File: src/rtl/tt_settle_counter.sv
// Purpose : counts settle cycles while a vector is held on the DUT inputs.
// Latency : tc is combinational from the count; count updates on each enabled edge.
// Backpressure: none; clear has priority over en.
//
// Ports: clk, reset (async, active-high), clear (sync zero), en (count up),
//        tc (count == SETTLE-1).
module tt_settle_counter #(
  parameter int SETTLE = 4
) (
  input  logic clk,
  input  logic reset,
  input  logic clear,
  input  logic en,
  output logic tc
);

  localparam int CW = $clog2(SETTLE) + 1;

  logic [CW-1:0] cnt;

  always_ff @(posedge clk or posedge reset) begin
    if (reset) begin
      cnt <= '0;
    end else if (clear) begin
      cnt <= '0;
    end else if (en) begin
      cnt <= cnt + CW'(1);
    end
  end

  assign tc = (cnt == CW'(SETTLE - 1));

endmodule

File: config.mk
export PLATFORM = sky130hd
export DESIGN_NAME = tt_settle_counter
export DESIGN_NICKNAME = d
export VERILOG_FILES = /design/src/rtl/tt_settle_counter.sv
export SDC_FILE = /design/constraint.sdc
export NUM_CORES = 1
export LEC_CHECK = 0
export CAP_MARGIN = 20
export CORE_AREA = 5 5 42 44
export CTS_CLUSTER_SIZE = 28
export DETAILED_ROUTE_END_ITERATION = 16
export DIE_AREA = 0 0 47 49
export SYNTH_ARGS = -nofsm -noshare
export SYNTH_HDL_FRONTEND = slang
export SYNTH_SLANG_ARGS = --single-unit
File: constraint.sdc
create_clock -name clk -period 1.1 [get_ports clk]
set_input_delay 0.22 -clock clk [delete_from_list [all_inputs] [get_ports clk]]
set_output_delay 0.22 -clock clk [all_outputs]
set_load 0.01 [all_outputs]
==> results.md <==
| Item | Value |
|:---|:---|
| Vias in the first global route | 152 |
| Kind of launch point of the worst setup path | flip-flop |
| Detailed Route WL | 325 um |
| Vias per Instance | 3.077 |
| Outcome | finished, violations left |
| Gr ovfl total | 0 |
| Type of destination of the critical path | primary output |
| Yosys cell types | 7 |
| TritonCTS Buffers | 3 |
| Worst path required time | 0.88 ns |
| Total of max-cap violations | 0 |
| H-tree levels | 1 |
| Critical Path Fanout Max | 2 |
| Clock Tree Root | sky130_fd_sc_hd__clkbuf_4 |
| Classification of the worst-slack hold path | primary input to asynchronous set/reset pin |
| Maximum number of pins on one net before global-route repair | 5 |
| Post-route setup slack | -0.1889 ns |
| Area growth from synthesis to layout | 91.38% |
| Top Metal Used | met3 |
| FP Rows | 14 |
| Number of placed instances, taps included | 34 |
| Total I/O pin count | 5 |
| Clock transition at the registers of the reported paths | 0.04 ns |
| Slew Limit Headroom | 0.8634 |
| Leading cell types by total area after synthesis | sky130_fd_sc_hd__dfrtp_1 (52%), sky130_fd_sc_hd__ha_1 (17%), sky130_fd_sc_hd__nor2_1 (7.8%) |
| Diodes inserted | 0 |
| Wire length of the first global-routing pass | 503 um |
| Cell count after synthesis | 13 |
| Syn nets | 19 |
| Share of final-layout standard cells stronger than drive strength 1 | 0.3913 |
| Remaining antenna violation count | 0 |
| Share of the cycle needed by the critical path after routing | 1.172 |
| Areal power density over the cells | 1373 nW/um2 |
| Count of final hold-check violations | 0 |
| Die Height | 49 um |
| Largest register FFs | 3 |
| Largest registers | cnt (3) |
| Final cell count without fillers | 39 |
| Final weighted congestion in routability-driven placement | 0.6128 |
| Worst hold-check slack | 0.1559 ns |
| Met2 wirelength from detailed routing | 179 um |
| Clock latency on the worst-skew pair | 0.23 ns |
| Crit path arrival time | 1.07 ns |
| Post-synth top area share | 0.5172 |
| Register with the highest flop count | cnt |
| Wire length on met3 | 29 um |
| Final worst clock skew | 0.001132 ns |
| Pwr Total | 0.3814 mW |
| Number of slew-limit violations in the final report | 0 |
| Synth warnings | 0 |
| Transition time of the tightest slew-check pin | 0.2042 ns |
| PortBufs | 4 |
| Mapped Area | 145.1 um2 |
| Maximum buffer depth of the clock tree | 2 |
| Starting utilization of the core area | 0.1036 |
| RSZ-0062 raised after global routing | true |
| Number of antenna violations at the first check in global routing | 0 |
| Violated checks | negative setup slack |
| Worst Setup Path Type | flip-flop to primary output |
| Wirelength per Cell | 8.333 um |
| DIE WIDTH | 47 um |
| Final Core Density | 0.1982 |
| Clock tree from TritonCTS | done |
| Area of the placeable core | 1401 um2 |
| Part of the Yosys area used for sequential elements | 0.5172 |
| Initial detailed-routing violation count | 1 |
| Clock tree sinks | 3 |
| Net total in the final layout | 30 |
| Post-Route Setup TNS | -0.1889 ns |
| Overall die area | 2303 um2 |
| Post-Synthesis Mean Instance Area | 11.16 um2 |
| Post-synthesis cell type with the largest combined area | sky130_fd_sc_hd__dfrtp_1 |
| Maximum VDD drop | 0.2944 mV |
| Wire length the detailed router placed on met1 | 117 um |
| Length of the first detailed-routing pass in iterations | 2 |
| Max Fclk | 775.8 MHz |
| Synthesis-stage register bit count | 3 |
| Remaining routing DRC violations | 0 |
| Final critical delay including setup and external delays | 1.289 ns |
| Final setup violation count | 1 |
| Via count | 120 |
| Static leakage power | 0.1212 nW |
| Total GRT Usage | 0.03740 |
Yosys cell counts (all sizes together):
| library cell | number |
|---|---|
| a211oi | 1 |
| dfrtp | 3 |
| ha | 2 |
| inv | 2 |
| mux2i | 1 |
| nor2 | 3 |
| xnor2 | 1 |
final cells by class:
cell class | instances | area (um2)
Tap cell | 16 | 20.02
Clock buffer | 4 | 26.28
Timing Repair Buffer | 6 | 56.30
Fill cell | 166 | 1124
Inverter | 2 | 7.507
Sequential cell | 3 | 75.07
Multi-Input combinational cell | 8 | 92.59
cell usage in the layout (no fill, tap or decap):
master,n
sky130_fd_sc_hd__clkbuf_1,1
sky130_fd_sc_hd__dfrtp_1,3
sky130_fd_sc_hd__buf_4,2
sky130_fd_sc_hd__clkdlybuf4s50_1,3
sky130_fd_sc_hd__mux2i_1,1
sky130_fd_sc_hd__nor2_1,3
sky130_fd_sc_hd__ha_4,2
sky130_fd_sc_hd__buf_6,1
sky130_fd_sc_hd__a211oi_2,1
sky130_fd_sc_hd__clkbuf_4,3
sky130_fd_sc_hd__inv_1,2
sky130_fd_sc_hd__xnor2_1,1
critical path, cell delays in order (launching register included):
cell	delay (ns)
sky130_fd_sc_hd__dfrtp_1	0.40
sky130_fd_sc_hd__ha_4	0.18
sky130_fd_sc_hd__ha_4	0.15
sky130_fd_sc_hd__buf_6	0.11
cells by family (layout without fill, tap and decap cells):
group / count (synthesis) / in the layout / synth area share
compound gates: 1 / 1 / 0.05174
xor+xnor: 1 / 1 / 0.06036
fa+ha+maj: 2 / 2 / 0.1724
buf+inv: 2 / 12 / 0.05174
flops: 3 / 3 / 0.5172
mux: 1 / 1 / 0.06897
simple gates: 3 / 3 / 0.07758
final timing paths:
check | from | end | slack [ns] | cells past startpoint
worst max-delay path | cnt[0] | tc | -0.19 | 3
worst min-delay path | reset | cnt[0] | 0.16 | 2
worst max register to register | cnt[0] | cnt[2] | 0.04 | 3
worst min register to register | cnt[2] | cnt[2] | 0.58 | 2
max in group asynchronous | reset | cnt[1] | 0.82 | 2
min in group clk | cnt[2] | cnt[2] | 0.58 | 2
where the power goes:
part,switching (mW),internal (mW),leakage [nW]
sequential,0.00834,0.120,0.0397
combinational,0.0232,0.0387,0.0665
clock,0.0551,0.136,0.0150
per-stage QoR:
stage | area (um2) | worst slack, ns
after floorplan | 145.1 | 0.01066
after global placement | 212.7 | -0.3158
after detailed placement | 212.7 | -0.3116
after CTS | 257.7 | -0.1862
after global routing | 277.8 | -0.2196
final | 277.8 | -0.1889
timing repair:
action / in CTS / in global routing
buffers inserted: 1 / 0
pin swaps: 1 / 2
hold buffers: 0 / 0
gates resized for setup: 8 / 2
setup endpoints to repair: 2 / 2
per-layer routing:
metal | up-vias | track usage
met5 | - | 0
met4 | 0 | 0.05530
met3 | 0 | 0.03321
met2 | 4 | 0.04525
met1 | 55 | 0.02655
li1 | 61 | -
Note: power is estimated with default switching activity, not from simulation.
